[config.mk]
export PLATFORM = sky130hd
export DESIGN_NAME = updown_mod_counter
export DESIGN_NICKNAME = d
export VERILOG_FILES = /design/src/rtl/counter_pkg.sv /design/src/rtl/clk_prescaler.sv /design/src/rtl/updown_mod_counter.sv
export SDC_FILE = /design/constraint.sdc
export NUM_CORES = 1
export LEC_CHECK = 0
export CAP_MARGIN = 25
export CORE_AREA = 2 2 39 41
export DETAILED_ROUTE_END_ITERATION = 16
export DIE_AREA = 0 0 41 43
export PLACE_DENSITY = 0.55
export SLEW_MARGIN = 30
export SYNTH_ARGS = -nofsm -noshare
export SYNTH_HDL_FRONTEND = slang
export SYNTH_SLANG_ARGS = --single-unit
[constraint.sdc]
create_clock -name clk -period 3.3 [get_ports clk]
set_input_delay 0.99 -clock clk [delete_from_list [all_inputs] [get_ports clk]]
set_output_delay 0.99 -clock clk [all_outputs]
set_load 0.02 [all_outputs]
[src/rtl/counter_pkg.sv]
// rtl/counter_pkg.sv - shared constants and helpers for counter/timer primitives
package counter_pkg;

  localparam int CNT_WRAP = 0;
  localparam int CNT_SAT  = 1;

  localparam logic DIR_UP = 1'b1;
  localparam logic DIR_DN = 1'b0;

  // Prescaler register width; a divide-by-1 prescaler still needs one bit.
  function automatic int presc_width(input int prescale);
    return (prescale <= 1) ? 1 : $clog2(prescale);
  endfunction

endpackage

[src/rtl/clk_prescaler.sv]
// rtl/clk_prescaler.sv - enable-driven step divider, one step every PRESCALE enabled cycles
module clk_prescaler
  import counter_pkg::*;
#(
  parameter int PRESCALE = 1
) (
  input  logic clk,
  input  logic rst,
  input  logic en,
  input  logic clr,
  output logic step
);

  localparam int PW = presc_width(PRESCALE);
  localparam logic [PW-1:0] LAST = PW'(PRESCALE - 1);

  if (PRESCALE < 1) begin : g_bad_prescale
    $error("clk_prescaler: PRESCALE must be >= 1");
  end

  logic [PW-1:0] presc;
  logic          at_last;

  assign at_last = (presc == LAST);
  // clr takes precedence so a clearing cycle never produces a step.
  assign step    = en & ~clr & at_last;

  always_ff @(posedge clk or posedge rst) begin
    if (rst) begin
      presc <= '0;
    end else if (clr) begin
      presc <= '0;
    end else if (en) begin
      presc <= at_last ? '0 : presc + PW'(1);
    end
  end

endmodule

[src/rtl/updown_mod_counter.sv]
// rtl/updown_mod_counter.sv - modulo-N up/down counter with load, prescaler, wrap/saturate
module updown_mod_counter
  import counter_pkg::*;
#(
  parameter int WIDTH    = 4,
  parameter int MODULUS  = 16,
  parameter int PRESCALE = 1,
  parameter int SATURATE = CNT_WRAP
) (
  input  logic             clk,
  input  logic             rst,
  input  logic             en,
  input  logic             up_dn,
  input  logic             load,
  input  logic [WIDTH-1:0] load_val,
  output logic [WIDTH-1:0] count,
  output logic             tc,
  output logic             wrap,
  output logic             sat
);

  if (MODULUS < 2 || longint'(MODULUS) > (longint'(1) << WIDTH)) begin : g_bad_modulus
    $error("updown_mod_counter: MODULUS must be in 2..2**WIDTH");
  end
  if (PRESCALE < 1) begin : g_bad_prescale
    $error("updown_mod_counter: PRESCALE must be >= 1");
  end
  if (SATURATE != CNT_WRAP && SATURATE != CNT_SAT) begin : g_bad_mode
    $error("updown_mod_counter: SATURATE must be 0 or 1");
  end

  // MODULUS-1 always fits in WIDTH bits, so all arithmetic stays in WIDTH.
  localparam logic [WIDTH-1:0] MAX_CNT = WIDTH'(MODULUS - 1);

  logic             step;
  logic             at_top;
  logic             at_bot;
  logic             at_bound;
  logic [WIDTH-1:0] load_clamped;
  logic [WIDTH-1:0] count_nxt;
  logic             wrap_nxt;
  logic             sat_nxt;

  clk_prescaler #(
    .PRESCALE(PRESCALE)
  ) u_presc (
    .clk (clk),
    .rst (rst),
    .en  (en),
    .clr (load),
    .step(step)
  );

  assign at_top       = (count == MAX_CNT);
  assign at_bot       = (count == '0);
  assign at_bound     = (up_dn == DIR_UP) ? at_top : at_bot;
  assign load_clamped = (load_val > MAX_CNT) ? MAX_CNT : load_val;
  assign tc           = at_bound;

  always_comb begin
    count_nxt = count;
    wrap_nxt  = 1'b0;
    sat_nxt   = sat;
    if (load) begin
      count_nxt = load_clamped;
      sat_nxt   = 1'b0;
    end else if (step) begin
      if (!at_bound) begin
        count_nxt = (up_dn == DIR_UP) ? count + WIDTH'(1) : count - WIDTH'(1);
        sat_nxt   = 1'b0;
      end else if (SATURATE == CNT_SAT) begin
        sat_nxt   = 1'b1;
      end else begin
        count_nxt = (up_dn == DIR_UP) ? '0 : MAX_CNT;
        wrap_nxt  = 1'b1;
      end
    end
  end

  always_ff @(posedge clk or posedge rst) begin
    if (rst) begin
      count <= '0;
      wrap  <= 1'b0;
      sat   <= 1'b0;
    end else begin
      count <= count_nxt;
      wrap  <= wrap_nxt;
      sat   <= sat_nxt;
    end
  end

endmodule

# --- Word level (Yosys, flattened, before mapping) ---
# Index checks and enable logic that the tools add are counted.
word_totals:
  reg_bits: 7
  input_bits: 9
  output_inout_bits: 7
  wordCells: 34
classes:
  addsub: 3
  n_lt_le_gt_ge: 1
  n_eq_ne: 2
  mux: 16
  bitwise_logic: 4
  reduce_logical: 4
ops:
  columns: ["operator", "count"]
  rows:
  - ["4-bit two-way mux", 6]
  - ["1-bit two-way mux", 10]
  - ["4-bit by 1-bit adder with 4-bit output, second input constant", 1]
  - ["4-bit == test, second input constant", 1]
  - ["4-bit greater-than comparator, second input constant", 1]
  - ["4-bit logical NOT", 1]
  - ["2-bit nonzero test", 2]
  - ["4-bit by 1-bit subtractor with 4-bit output, second input constant", 1]
  - ["1-bit bitwise AND", 2]
  - ["2-bit != test, second input constant", 1]
  - ["1-bit NOT", 2]
  - ["2-bit AND reduction", 1]
  - ["1-bit adder, second input constant", 1]

# --- Depth between registers and ports, before layout ---
# Gate-level depths: netlist (run 1).
depth:
  depth_word: 5
  depth_mapped: 6
  depth_no_buf: 6

# --- Cells and area by module ---
# Synthesis (run 1) repeated with hierarchy kept, for this count alone.
hier_totals:
  hier_cells: 41
  area_unflattened_um2: 380.4
modules_own_cells:
  columns: ["mod", "instances", "cells_each", "area_per_inst_um2", "seq_area_each_um2"]
  rows:
  - ["updown_mod_counter", 1, 40, 366.6, 125.1]
  - ["clk_prescaler", 1, 1, 13.8, 0.0]

# --- Worst setup path after synthesis (run 1) ---
# OpenSTA, ideal clock, no wires.
synth_timing:
  kind: "input to output"
  start: "input up_dn"
  end: "output tc"
  t_arrival_ns: 1.947
  required_ns: 2.310
  setup_slack_ns: 0.363
  path_stages: 2
  path_buffers: 0
  cell_sequence: "or4_4 o21ai_0"
synth_via:
  elab_chain_cells: 1
synth_rtl:
  columns: ["item", "line", "rtl"]
  rows:
  - ["from (decl)", "updown_mod_counter.sv:13", "input logic up_dn,"]
  - ["1-bit two-way mux", "updown_mod_counter.sv:56", "assign at_bound = (up_dn == DIR_UP) ? at_top : at_bot;"]
  - ["to (decl)", "updown_mod_counter.sv:17", "output logic tc,"]
# No other way between the ends.

# --- Worst setup path after layout (run 1) ---
# Ends and elaborated chain as after synthesis.

==> results of run 1 <==
worst max-delay path: cells and delay by family:
kind / cells / cell delay (ps)
AND/OR/NAND/NOR: 1 / 430
AO/OA/AOI/OAI: 1 / 160
buffers and inverters: 2 / 620
layout make-up:
class | count | area share, %
multi-input combinational | 33 | 40.0
timing repair buffer | 17 | 28.1
sequential | 5 | 22.3
clock buffer | 4 | 4.69
tap | 16 | 3.57
inverter | 2 | 1.34
cell usage in the layout (no fill, tap or decap), drive strengths merged:
| master | Yosys | final |
|---|---|---|
| a21oi | 4 | 4 |
| inv | 2 | 2 |
| ha | 2 | 2 |
| o31ai | 2 | 2 |
| nand2b | 1 | 1 |
| buf | 1 | 4 |
| a31oi | 1 | 1 |
| and3 | 1 | 1 |
| dfrtp | 5 | 5 |
| fa | 1 | 1 |
| xnor2 | 1 | 1 |
| a21o | 1 | 1 |
| nand3 | 3 | 3 |
| nand2 | 3 | 3 |
| clkdlybuf4s50 | 0 | 13 |
| or4 | 1 | 1 |
| nor2b | 1 | 1 |
| nor2 | 3 | 3 |
| xor2 | 2 | 2 |
| conb | 1 | 1 |
| clkbuf | 1 | 4 |
| o21ai | 4 | 4 |
| nor3b | 1 | 1 |
layer usage:
layer	vias to the layer above	share of wire [%]
met1	165	45
met2	13	48
met3	2	6.3
li1	184	-
met4	0	1.3
met5	-	0
kinds of logic after synthesis:
family,count (synthesis),share of synthesized area [%]
compound gates,12,19.7
xor+xnor,3,7.14
fa+ha+maj,3,12.2
buf+inv,4,5.10
flops,5,34.0
other cells,1,1.02
simple gates,14,20.8
final timing paths:
path	start	to	slack [ps]	depth (start not counted)
setup / recovery	up_dn	tc	110	4
setup reg to reg	count[1]	count[1]	1640	5
max in group asynchronous	rst	count[2]	2180	2
min in group asynchronous	rst	count[3]	950	2
hold reg to reg	count[2]	count[2]	660	2
hold / removal	count[2]	count[2]	660	2
repair_timing:
item	4_1_cts	5_1_grt
endpoints found under the setup margin	1	1
pin swaps	0	0
gates resized for setup	5	1
state kept, by name, indices dropped and copies added (netlist names):
signal	count
wrap	1
count	4
power by group:
| group | internal [W] | switching, W |
|---|---|---|
| Sequential | 0.0000685 | 0.0000138 |
| Combinational | 0.0000449 | 0.0000397 |
| Clock | 0.0000457 | 0.0000250 |
| Total | 0.000159 | 0.0000785 |
through the flow:
step | total power (W) | instance area [µm²]
global placement | 0.000168 | 539
global route | 0.000258 | 561
CTS | 0.000242 | 567
floorplan | 0.000130 | 368
detailed placement | 0.000170 | 539
finish | 0.000238 | 561
==> summary.md, run 1 <==
| Metric | Value |
|---|---|
| First-pass GRT wire length | `1650 µm` |
| Met1 Track Usage GR | `16.1%` |
| Final WL | `911 µm` |
| Crit start category | `input port` |
| Synth area leader | `dfrtp_1` |
| Total gr overflow | `0` |
| Post-layout util | `40.5%` |
| DP Cell Count | `73` |
| CTS Sinks | `5` |
| Initial Util | `26.6%` |
| Antenna violations before repair | `0` |
| Max Clk Rate | `0.314 GHz` |
| M2 GR Usage | `21.9%` |
| Footprint of the multi-input gates | `224 µm²` |
| Row Count | `14` |
| Pleak | `0.246 nW` |
| RSZ-0062 raised after global routing | `no` |
| Post-Syn Instances | `42` |
| Via density | `4.73` |
| I/O pin cnt | `16` |
| Seq/Total Area, Yosys | `34.0%` |
| Synthesized area per cell | `8.76 µm²` |
| Pre-CTS WS | `-380 ps` |
| Core area | `1380 µm²` |
| RD Place Congestion | `0.689` |
| CTS Hold Bufs | `0` |
| WP data required | `2310 ps` |
| Drt first pass iters | `3` |
| Status | `completed` |
| Diode count | `0` |
| Vias | `364` |
| Register Area | `125 µm²` |
| Reg clk slew, reported paths | `40 ps` |
| CP Cell Sequence | `clkdlybuf4s50_1 > or4_4 > o21ai_1 > buf_2` |
| Final period util | `96.7%` |
| Number of synthesized flops with an enable pin | `0` |
| Met3 GRT Util | `6.28%` |
| Most numerous cell in the Yosys netlist | `dfrtp_1` |
| Synth unique cells | `23` |
| HP Class | `flip-flop to flip-flop` |
| DRC Markers | `0` |
| Largest net degree at the start of global routing | `10` |
| Num CTS Buffers | `3` |
| Post-Syn Area | `368 µm²` |
| Flops & latches, synth | `5` |
| Critical path class | `input port to output pin` |
| Clock buffer depth | `2` |
| Nets | `74` |
| Post-DP HPWL | `699 µm` |
| CTS Root Cell | `clkbuf_4` |
| Final setup vio count | `0` |
| Hold Vio Cnt, Final | `0` |
| Post-CTS Setup Repair Bufs | `0` |
| CTS tree | `yes` |
| Port bufs | `14` |
| Synth top area cells | `dfrtp_1 34%, ha_1 6.8%, a21oi_1 5.4%` |
| Fin crit period | `3190 ps` |
| Clock skew | `0.663 ps` |
| Synth Flop Type | `dfrtp_1` |
| Power density cells | `424 nW/µm²` |
| Clock Latency Late Sink | `240 ps` |
| Busiest grt layer | `met2` |
| Final setup margin | `110 ps` |
| Maximum VDD drop | `0.163 mV` |
| Synth top area share | `34.0%` |
| CP max-delay cell | `clkdlybuf4s50_1` |
| H-tree levels | `1` |
| Die width | `41 µm` |
| Syn Nets | `54` |
| Crit Path Max Fanout | `2` |
| Die Y | `43 µm` |
| Fill cell count | `160` |
| CP endpoint kind | `output pin` |
| CP Data Arrival Time | `2200 ps` |
| Finished Layout Cells | `77` |
| Die area | `1760 µm²` |
| Max Slew Vio Count | `0` |
| Layout cell share with drive strength beyond 1 | `16.4%` |
| DR iter-0 viols | `4` |
| Fin Hold WS | `663 ps` |
| Synth async-reset ratio | `100%` |
| TNS Setup | `0 ps` |
| Number of global-route vias before repair | `401` |
| Crit-path max cell delay | `430 ps` |
| Commonest cells in the netlist | `5 x dfrtp_1, 4 x a21oi_1` |
| Tot GR Track Use | `14.1%` |
| Yosys warns | `0` |
| Area grow syn2layout | `52.4%` |
| Routed WL per cell | `11.8 µm` |
| Max-cap violations | `0` |
| Post-route ant nets | `0` |
No activity file was read; power rests on OpenSTA's default activity.
==> run 2: changes to the inputs <==
- PLACE_DENSITY: 0.55 -> 0.56
- SYNTH_HIERARCHICAL: default -> 1
==> run 2 against run 1 <==
Maximum frequency shrank 1.3%. Clock-buffer cell count is the same. Total power shrank 3.4%. Sequential cell count is the same. Utilization grew 1.1 points. Routed wire length shrank 6.5%. Synthesized cell count shrank 2.4%. Clock skew shrank 0.52 ps. First-iteration DRC count grew 100%. Via count shrank 4.4%. Cell area grew 2.7%. Critical path type unchanged. Largest cell class unchanged. Largest power group is now sequential cells. Highest routed layer unchanged.
==> summary.md, run 2 <==
| Metric | Value |
|---|---|
| Status | `completed` |
| Total chip power | `0.000229 W` |
| Number of flip-flops in the largest register | `4` |
| Die Y | `43 µm` |
| Final WL | `852 µm` |
| First-pass GRT wire length | `1390 µm` |
| Fin crit period | `3230 ps` |
| Vias | `348` |
| Port bufs | `14` |
| Final period util | `97.9%` |
| Number of global-route vias before repair | `314` |
| Max Slew Vio Count | `0` |
| CP max-delay cell | `or4_4` |
| Synth async-reset ratio | `100%` |
| Reg clk slew, reported paths | `50 ps` |
| CTS Sinks | `5` |
| Crit start category | `input port` |
| Die width | `41 µm` |
| Flops & latches, synth | `5` |
| Largest Register | `count` |
| Clock skew | `0.142 ps` |
| Number of synthesized flops with an enable pin | `0` |
| Leading cell type in the layout, fill and taps excluded | `clkdlybuf4s50_1` |
| Yosys warns | `6` |
| Post-route ant nets | `0` |
| CP Cell Sequence | `clkdlybuf4s50_1 > or4_4 > o21ai_1 > buf_4` |
| TNS Setup | `0 ps` |
| Clock buffer depth | `2` |
| Tot GR Track Use | `12.3%` |
| CP top delay family | `buffers and inverters` |
| Largest regs | `count (4), wrap (1)` |
| Die area | `1760 µm²` |
| DRC Markers | `0` |
| Row Count | `14` |
| CTS tree | `yes` |
| Initial Util | `27.5%` |
| RD Place Congestion | `0.743` |
| Worst path bufs/invs | `2` |
| DP Area | `552 µm²` |
| Most numerous cell in the Yosys netlist | `dfrtp_1` |
| Post-Syn Area | `380 µm²` |
| CP endpoint kind | `output pin` |
| DP Cell Count | `72` |
| WP data required | `2310 ps` |
| I/O pin cnt | `16` |
| CTS Root Cell | `clkbuf_4` |
| Post-DP HPWL | `662 µm` |
| Critical path class | `input port to output pin` |
| Post-CTS Setup Repair Bufs | `0` |
| Diode count | `0` |
| RSZ-0062 raised after global routing | `no` |
| Synthesized area per cell | `9.28 µm²` |
| Antenna violations before repair | `0` |
| Max-cap violations | `0` |
| Num CTS Buffers | `3` |
| Max Clk Rate | `0.309 GHz` |
| Pleak | `0.258 nW` |
| Crit-path max cell delay | `480 ps` |
| Drt first pass iters | `4` |
| Finished Layout Cells | `76` |
| Synth top area cells | `dfrtp_1 33%, ha_1 6.6%, o31ai_2 6.6%` |
| Core area | `1380 µm²` |
| CP Data Arrival Time | `2240 ps` |
| Crit Path Max Fanout | `2` |
| Layout Cell Area excl Fill | `576 µm²` |
| Routed WL per cell | `11.2 µm` |
| Clock Latency Late Sink | `250 ps` |
| DR iter-0 viols | `8` |
| Area grow syn2layout | `51.3%` |
| Layout cell share with drive strength beyond 1 | `20.0%` |
| H-tree levels | `1` |
| Synth unique cells | `24` |
| Syn Nets | `53` |
| Synth area leader | `dfrtp_1` |
| HP Class | `flip-flop to flip-flop` |
| Largest net degree at the start of global routing | `11` |
| Most frequent cells in the layout | `13 x clkdlybuf4s50_1, 5 x dfrtp_1, 4 x nand2_1, 4 x buf_4` |
| Seq/Total Area, Yosys | `32.9%` |
| Total gr overflow | `0` |
| Final setup vio count | `0` |
| Synth top area share | `32.9%` |
| Nets | `73` |
| Power density cells | `399 nW/µm²` |
| Maximum VDD drop | `0.163 mV` |
| Commonest cells in the netlist | `5 x dfrtp_1, 4 x nand2_1, 3 x a21oi_1, 3 x nand3_1, 3 x nor2_1` |
| Synth Flop Type | `dfrtp_1` |
| R2R Setup Slk | `1620 ps` |
| Post-Syn Instances | `41` |
| Via density | `4.58` |
| Hold Vio Cnt, Final | `0` |
[run 2: cell types whose count changed in the layout (fill, tap and decap cells not counted), sizes merged]
cell	before	now
and3b	0	1
o21ai	4	3
nand2b	1	0
nor3b	1	0
o31ai	2	3
a21oi	4	3
nand2	3	4
[run 2: worst paths after layout]
path,from,to,depth (start not counted)
setup / recovery,up_dn,tc,4
hold / removal,count[3],count[3],2
setup reg to reg,count[0],count[1],5
hold reg to reg,count[3],count[3],2
max in group asynchronous,rst,count[2],2
min in group asynchronous,rst,count[1],2
[run 2: power by group]
part	internal [W]	total [W]	switching, W
Clock	0.0000459	0.0000746	0.0000287
Combinational	0.0000406	0.0000766	0.0000360
Sequential	0.0000674	0.0000783	0.0000108
Total	0.000154	0.000229	0.0000755
[run 2: kinds of logic (layout without fill, tap and decap cells)]
logic type | count (synthesis) | count (layout) | synth area share [%]
AO/OA/AOI/OAI | 11 | 11 | 21.1
buffers and inverters | 4 | 23 | 4.93
XOR/XNOR | 3 | 3 | 6.91
AND/OR/NAND/NOR | 14 | 14 | 21.4
flip-flops | 5 | 5 | 32.9
adder cells (fa/ha/maj) | 3 | 3 | 11.8
other | 1 | 1 | 0.986
[run 2: worst reg2reg max path, stage by stage (launching register included)]
cell and delay [ps]:
dfrtp_1 450, or4_4 560, buf_4 150, o21ai_2 150
a21oi_1 70, o31ai_2 210
[run 2: per-stage QoR]
stage / hold slack [ps] / setup WS (ps) / util, %
2_1_floorplan: 709 / 479 / -
3_3_place_gp: 649 / -383 / 39.9
3_5_place_dp: 656 / -403 / 39.9
4_1_cts: 666 / 40.5 / 41.4
5_1_grt: 703 / 4.65 / 41.6
6_report: 663 / 68.8 / 41.6
[run 2: layout make-up]
cell class | instances | area (µm²)
fill | 140 | 808
inverter | 2 | 7.51
timing repair buffer | 17 | 160
sequential | 5 | 125
multi-input combinational | 32 | 236
tap | 16 | 20.0
clock buffer | 4 | 26.3
[run 2: per-layer routing]
| metal | part of all wire [%] | track usage (%) |
|---|---|---|
| met4 | 1.5 | 8.00 |
| met3 | 5.9 | 6.28 |
| met2 | 46 | 15.0 |
| met1 | 47 | 16.3 |
| met5 | 0 | 0 |
[run 2: repair_timing]
item / 4_1_cts / 5_1_grt
setup endpoints to repair: 1 / 1
hold buffers: 0 / 0
resized for setup: 4 / 1
gates cloned: 0 / 0
